**src/rtl/reset_sequencer.sv**
```systemverilog
// Converts power-on, watchdog and button requests into 68K RESET/HALT hold pulses.
// Defining WDRST_COUNT_EN adds WD_COUNT, a saturating count of accepted watchdog requests.
module reset_sequencer #(
    parameter int unsigned POR_CYCLES      = 1024,
    parameter int unsigned WD_CYCLES       = 16,
    parameter int unsigned BTN_CYCLES      = 64,
    parameter int unsigned DEBOUNCE_CYCLES = 8,
    parameter int unsigned CNT_W           = 11
) (
    input  logic       CLK_68KCLK,
    input  logic       nRST,
    input  logic       nWDRESET,
    input  logic       nRESET_OUT_68K,
    input  logic       nBTN,
    output logic       nRESET,
    output logic       nHALT,
    output logic       nPERIPH_RST,
    output logic [1:0] RST_CAUSE,
    output logic       RST_BUSY
`ifdef WDRST_COUNT_EN
    ,
    output logic [7:0] WD_COUNT
`endif
);

    typedef enum logic {
        ST_ASSERT = 1'b0,
        ST_RUN    = 1'b1
    } state_e;

    typedef enum logic [1:0] {
        CAUSE_POR = 2'b00,
        CAUSE_WD  = 2'b01,
        CAUSE_BTN = 2'b10
    } cause_e;

    localparam int unsigned DB_W = $clog2(DEBOUNCE_CYCLES + 1);

    localparam logic [CNT_W-1:0] POR_LEN = CNT_W'(POR_CYCLES);
    localparam logic [CNT_W-1:0] WD_LEN  = CNT_W'(WD_CYCLES);
    localparam logic [CNT_W-1:0] BTN_LEN = CNT_W'(BTN_CYCLES);
    localparam logic [CNT_W-1:0] CNT_ONE = CNT_W'(1);
    localparam logic [DB_W-1:0]  DB_LAST = DB_W'(DEBOUNCE_CYCLES - 1);

    logic [1:0]       wd_sync_q, wd_sync_d;
    logic [1:0]       btn_sync_q, btn_sync_d;
    logic [1:0]       r68_sync_q, r68_sync_d;
    logic             wd_prev_q, wd_prev_d;
    logic [DB_W-1:0]  db_cnt_q, db_cnt_d;
    logic             db_armed_q, db_armed_d;
    state_e           state_q, state_d;
    logic [CNT_W-1:0] cnt_q, cnt_d;
    cause_e           cause_q, cause_d;
    logic             nreset_q, nreset_d;
    logic             nperiph_q, nperiph_d;
    logic             busy_q, busy_d;

    logic             wd_req;
    logic             btn_req;
    logic             db_active;
    logic [CNT_W-1:0] req_len;

    always_comb begin
        // NOTE: every always_comb target gets a default first so no path can infer a latch.
        wd_sync_d  = {wd_sync_q[0], nWDRESET};
        btn_sync_d = {btn_sync_q[0], nBTN};
        r68_sync_d = {r68_sync_q[0], nRESET_OUT_68K};
        wd_prev_d  = wd_sync_q[1];

        // Edge, not level: the watchdog keeps its line low long after expiry.
        wd_req = wd_prev_q & ~wd_sync_q[1];

        // Armed: counting low samples toward a press. Disarmed: counting high samples to re-arm.
        db_active  = db_armed_q ? ~btn_sync_q[1] : btn_sync_q[1];
        db_cnt_d   = '0;
        db_armed_d = db_armed_q;
        btn_req    = 1'b0;
        if (db_active) begin
            if (db_cnt_q == DB_LAST) begin
                db_armed_d = ~db_armed_q;
                btn_req    = db_armed_q;
            end else begin
                db_cnt_d = db_cnt_q + DB_W'(1);
            end
        end

        req_len = btn_req ? BTN_LEN : WD_LEN;
        cause_d = cause_q;
        if (btn_req) begin
            cause_d = CAUSE_BTN;
        end else if (wd_req) begin
            cause_d = CAUSE_WD;
        end

        state_d = state_q;
        cnt_d   = cnt_q;
        case (state_q)
            ST_ASSERT: begin
                // A new request only ever lengthens the hold still to run.
                if ((btn_req || wd_req) && (req_len > cnt_q)) begin
                    cnt_d = req_len;
                end else if (cnt_q == CNT_ONE) begin
                    state_d = ST_RUN;
                end else begin
                    cnt_d = cnt_q - CNT_ONE;
                end
            end
            ST_RUN: begin
                if (btn_req || wd_req) begin
                    state_d = ST_ASSERT;
                    cnt_d   = req_len;
                end
            end
            default: state_d = ST_ASSERT;
        endcase

        nreset_d  = (state_d == ST_RUN);
        busy_d    = (state_d == ST_ASSERT);
        nperiph_d = (state_d == ST_RUN) ? r68_sync_q[1] : 1'b0;
    end

    // NOTE: sequential state uses non-blocking assignments so every flop samples pre-edge values.
    always_ff @(posedge CLK_68KCLK or negedge nRST) begin
        if (!nRST) begin
            wd_sync_q  <= 2'b11;
            btn_sync_q <= 2'b11;
            r68_sync_q <= 2'b11;
            wd_prev_q  <= 1'b1;
            db_cnt_q   <= '0;
            db_armed_q <= 1'b1;
            state_q    <= ST_ASSERT;
            cnt_q      <= POR_LEN;
            cause_q    <= CAUSE_POR;
            nreset_q   <= 1'b0;
            nperiph_q  <= 1'b0;
            busy_q     <= 1'b1;
        end else begin
            wd_sync_q  <= wd_sync_d;
            btn_sync_q <= btn_sync_d;
            r68_sync_q <= r68_sync_d;
            wd_prev_q  <= wd_prev_d;
            db_cnt_q   <= db_cnt_d;
            db_armed_q <= db_armed_d;
            state_q    <= state_d;
            cnt_q      <= cnt_d;
            cause_q    <= cause_d;
            nreset_q   <= nreset_d;
            nperiph_q  <= nperiph_d;
            busy_q     <= busy_d;
        end
    end

    assign nRESET      = nreset_q;
    assign nHALT       = nreset_q;
    assign nPERIPH_RST = nperiph_q;
    assign RST_CAUSE   = cause_q;
    assign RST_BUSY    = busy_q;

`ifdef WDRST_COUNT_EN
    logic [7:0] wd_count_q, wd_count_d;

    always_comb begin
        wd_count_d = wd_count_q;
        if (wd_req && (wd_count_q != 8'hFF)) begin
            wd_count_d = wd_count_q + 8'd1;
        end
    end

    always_ff @(posedge CLK_68KCLK or negedge nRST) begin
        if (!nRST) begin
            wd_count_q <= 8'd0;
        end else begin
            wd_count_q <= wd_count_d;
        end
    end

    assign WD_COUNT = wd_count_q;
`endif

endmodule
```
**config.mk**
```make
export PLATFORM = sky130hd
export DESIGN_NAME = reset_sequencer
export DESIGN_NICKNAME = d
export VERILOG_FILES = /design/src/rtl/reset_sequencer.sv
export SDC_FILE = /design/constraint.sdc
export NUM_CORES = 1
export LEC_CHECK = 0
export CORE_ASPECT_RATIO = 0.75
export CORE_UTILIZATION = 40
export DETAILED_ROUTE_END_ITERATION = 10
export PLACE_DENSITY_LB_ADDON = 0.2
export SYNTH_ARGS = -nofsm -noshare
export SYNTH_HDL_FRONTEND = slang
export SYNTH_SLANG_ARGS = --single-unit
```
**constraint.sdc**
```tcl
create_clock -name CLK_68KCLK -period 5.71 [get_ports CLK_68KCLK]
set_clock_uncertainty 0.1 [all_clocks]
set_input_delay 1.4275 -clock CLK_68KCLK [delete_from_list [all_inputs] [get_ports CLK_68KCLK]]
set_output_delay 1.4275 -clock CLK_68KCLK [all_outputs]
set_load 0.01 [all_outputs]
```
==> results.md <==
* Run status: finished clean
* WL final at 2640 um
* First drt pass iteration count at 6
* H-tree levels at 1
* Inserted Diodes at 0
* CP Cell Sequence: clkdlybuf4s50_1
* Register-to-Register Path Depth at 11
* Fillers at 291
* Largest net degree at the start of global routing at 29
* Clock Pin Slew Worst Setup and Hold Paths at 0.09 ns
* Post-CTS sizing at 0
* Yosys top cell by area: dfrtp_1
* Leakage at 0.000666 uW
* Async SR Flop Fraction at 100%
* Syn Nets at 144
* Final Hold Viols at 0
* Die area at 3790 um^2
* Setup TNS at 0 ns
* CTS tree: done
* Core ar. at 3330 um^2
* Critical path launch point type: flip-flop
* Clock Sinks at 28
* Top delay family on crit path: flip-flops
* Synth area leaders: dfrtp_1 32%, dfstp_2 19%, ha_1 4.4%, nor2_1 3.4%, nand3_1 3.2%
* RSZ-0062 raised after global routing: no
* Via-to-Cell Ratio at 5.48
* Top FF cell, synth: dfrtp_1
* Post-DP HPWL at 1900 um
* F_max at 326 MHz
* Synth Instances at 134
* Slew headroom at 51.8%
* Slew Viols, Final at 0
* Hold Buf Count CTS at 0
* Synthesized area per cell at 10.6 um^2
* First-pass GRT wire length at 4490 um
* R2r startpoint: db_cnt_q[0]
* EDFF count, synth at 0
* Post-synth cell types at 50
* Post-CTS setup buffers at 0
* Worst setup path class: flip-flop to output pin
* Clk_lat worst skew at 0.28 ns
* Worst reg2reg path endpoint: cnt_q[7]
* Mapped Area at 1420 um^2
* Setup crit end kind: output pin
* Final worst path period share at 53.8%
* Seq cells post-synth at 28
* I/O pin cnt at 11
* Endpoints failing setup at 0
* Area grow syn2layout at 14.3%
* CTS root buf: clkbuf_8
* Hold Crit Class: flip-flop to flip-flop
* Die Ht at 53.6 um
* Post-route cell area at 1620 um^2
* # DRC at 0
* Hold endpoint: btn_sync_q[1]
* Wirelength per Cell at 14.2 um
* Nets at 157
* Clk buf depth at 2
* Share of the synthesized area in the top cell type at 31.7%
* Post-synthesis sequential area ratio at 50.2%
* Vias in the first global route at 961
* Fin cells at 186
* Area of placed instances at 1560 um^2
* Crit-path slowest cell: dfrtp_1
* Initial antenna violation count at 0
* R2R Setup Slk at 2.64 ns
* # placed instances at 182
* Worst-path maximum fanout at 16
* TritonCTS buffer count at 3
* Gr usage total at 16.1%
* Delay of the slowest critical-path stage at 0.64 ns
* Num rows at 18
* GRT Residual Overflow at 0
* DR vias at 1019
* Total power at 401 uW
* Critical Path AT at 1.54 ns
* Initial Utilization at 42.6%
* Maximum vdd drop at 0.000198 V
* Initial DRC count at 68
* Worst-Margin Slew at 0.722 ns
* Worst EP required at 4.18 ns
* Die width at 70.8 um
* Antenna viol nets, final at 0
* Critical path buffers and inverters at 1
* Max Cap Viol at 0
* RePlAce Congestion at 0.843
* Yosys warns at 0
* Layout cell share with drive strength beyond 1 at 19.9%
* PD cells at 247 nW/um^2
* # port buffers at 10
* Hold Crit Start: btn_sync_q[0]
* Hold Crit Depth at 0
* Min Tclk post-route at 3.07 ns
* WHS at 0.260 ns
-- layout by cell type, fill, tap and decap left out, types with 2 or more instances in the layout --
| cell | instances |
|---|---|
| o211a_1 | 2 |
| ha_1 | 5 |
| nor3_1 | 4 |
| dfrtp_1 | 18 |
| clkbuf_8 | 3 |
| o31ai_1 | 2 |
| nand2b_1 | 3 |
| nand3b_1 | 2 |
| nand2_1 | 7 |
| nand3_1 | 9 |
| inv_1 | 6 |
| and2_1 | 2 |
| and3_2 | 2 |
| nor2b_1 | 3 |
| dfstp_2 | 10 |
| clkdlybuf4s50_1 | 10 |
| xnor2_1 | 2 |
| nor2_1 | 13 |
| o21ai_0 | 7 |
| a21oi_1 | 5 |
-- stage by stage --
step           worst slack [ns]  utilization [%]
6_report                   2.64             48.7
5_1_grt                    2.37             48.7
4_1_cts                    2.63             48.7
3_5_place_dp               2.67             46.7
3_3_place_gp               2.88             46.7
2_1_floorplan              3.17                -
-- area by class of cell --
type | instances | area (um^2) | area share [%]
inverters | 7 | 26.3 | 1.62
well taps | 40 | 50.0 | 3.08
multi-input cells | 96 | 659 | 40.6
clock buffers | 4 | 66.3 | 4.09
repair buffers | 11 | 108 | 6.63
flip-flops and latches | 28 | 713 | 43.9
-- synth_stat cells (2+ instances only) --
cell type and n:
a21oi_1 5, and2_1 2, and3_2 2, dfrtp_1 18
dfstp_2 10, ha_1 5, inv_1 6, nand2_1 7
nand2b_1 3, nand3_1 9, nand3b_1 2, nor2_1 13
nor2b_1 3, nor3_1 4, o211a_1 2, o21ai_0 7
o31ai_1 2, xnor2_1 2
-- flip-flops by register name, summed over array words and instances, names as in the netlist --
register	count
wd_sync_q	2
db_cnt_q	4
cnt_q	11
db_armed_q	1
nHALT	1
btn_sync_q	2
RST_CAUSE	2
wd_prev_q	1
RST_BUSY	1
nPERIPH_RST	1
r68_sync_q	2
-- kinds of logic after synthesis --
| logic type | Yosys count | synth area share, % |
|---|---|---|
| XOR/XNOR | 2 | 1.23 |
| flip-flops | 28 | 50.2 |
| multiplexers | 2 | 1.50 |
| adder cells (fa/ha/maj) | 5 | 4.41 |
| AND/OR/NAND/NOR | 58 | 24.1 |
| buffers and inverters | 10 | 3.35 |
| AO/OA/AOI/OAI | 29 | 15.2 |
-- power by group --
group	switching (uW)	internal (uW)
Combinational	18.4	18.7
Sequential	9.45	216
Clock	61.6	76.4
-- routing by layer --
layer  part of all wire (%)  vias to the layer above  global-route usage, %
met3                    6.3                        2                   4.68
li1                       -                      506                      -
met1                     50                      483                   22.3
met2                     42                       28                   24.7
met4                   0.80                        0                   5.33
met5                      0                        -                      0
-- how the worst max path moves through the flow --
stage                     endpoint         from  depth (start not counted)  slack, ns
after floorplan           cnt_q[2]  db_cnt_q[0]                         11       3.17
after global placement    cnt_q[7]  db_cnt_q[0]                         11       2.88
after detailed placement  cnt_q[7]  db_cnt_q[0]                         11       2.67
after CTS                   nRESET        nHALT                          1       2.63
after global routing      cnt_q[7]  db_cnt_q[0]                         11       2.37
final                       nRESET        nHALT                          1       2.64
Power figures use the tool's default switching activity.
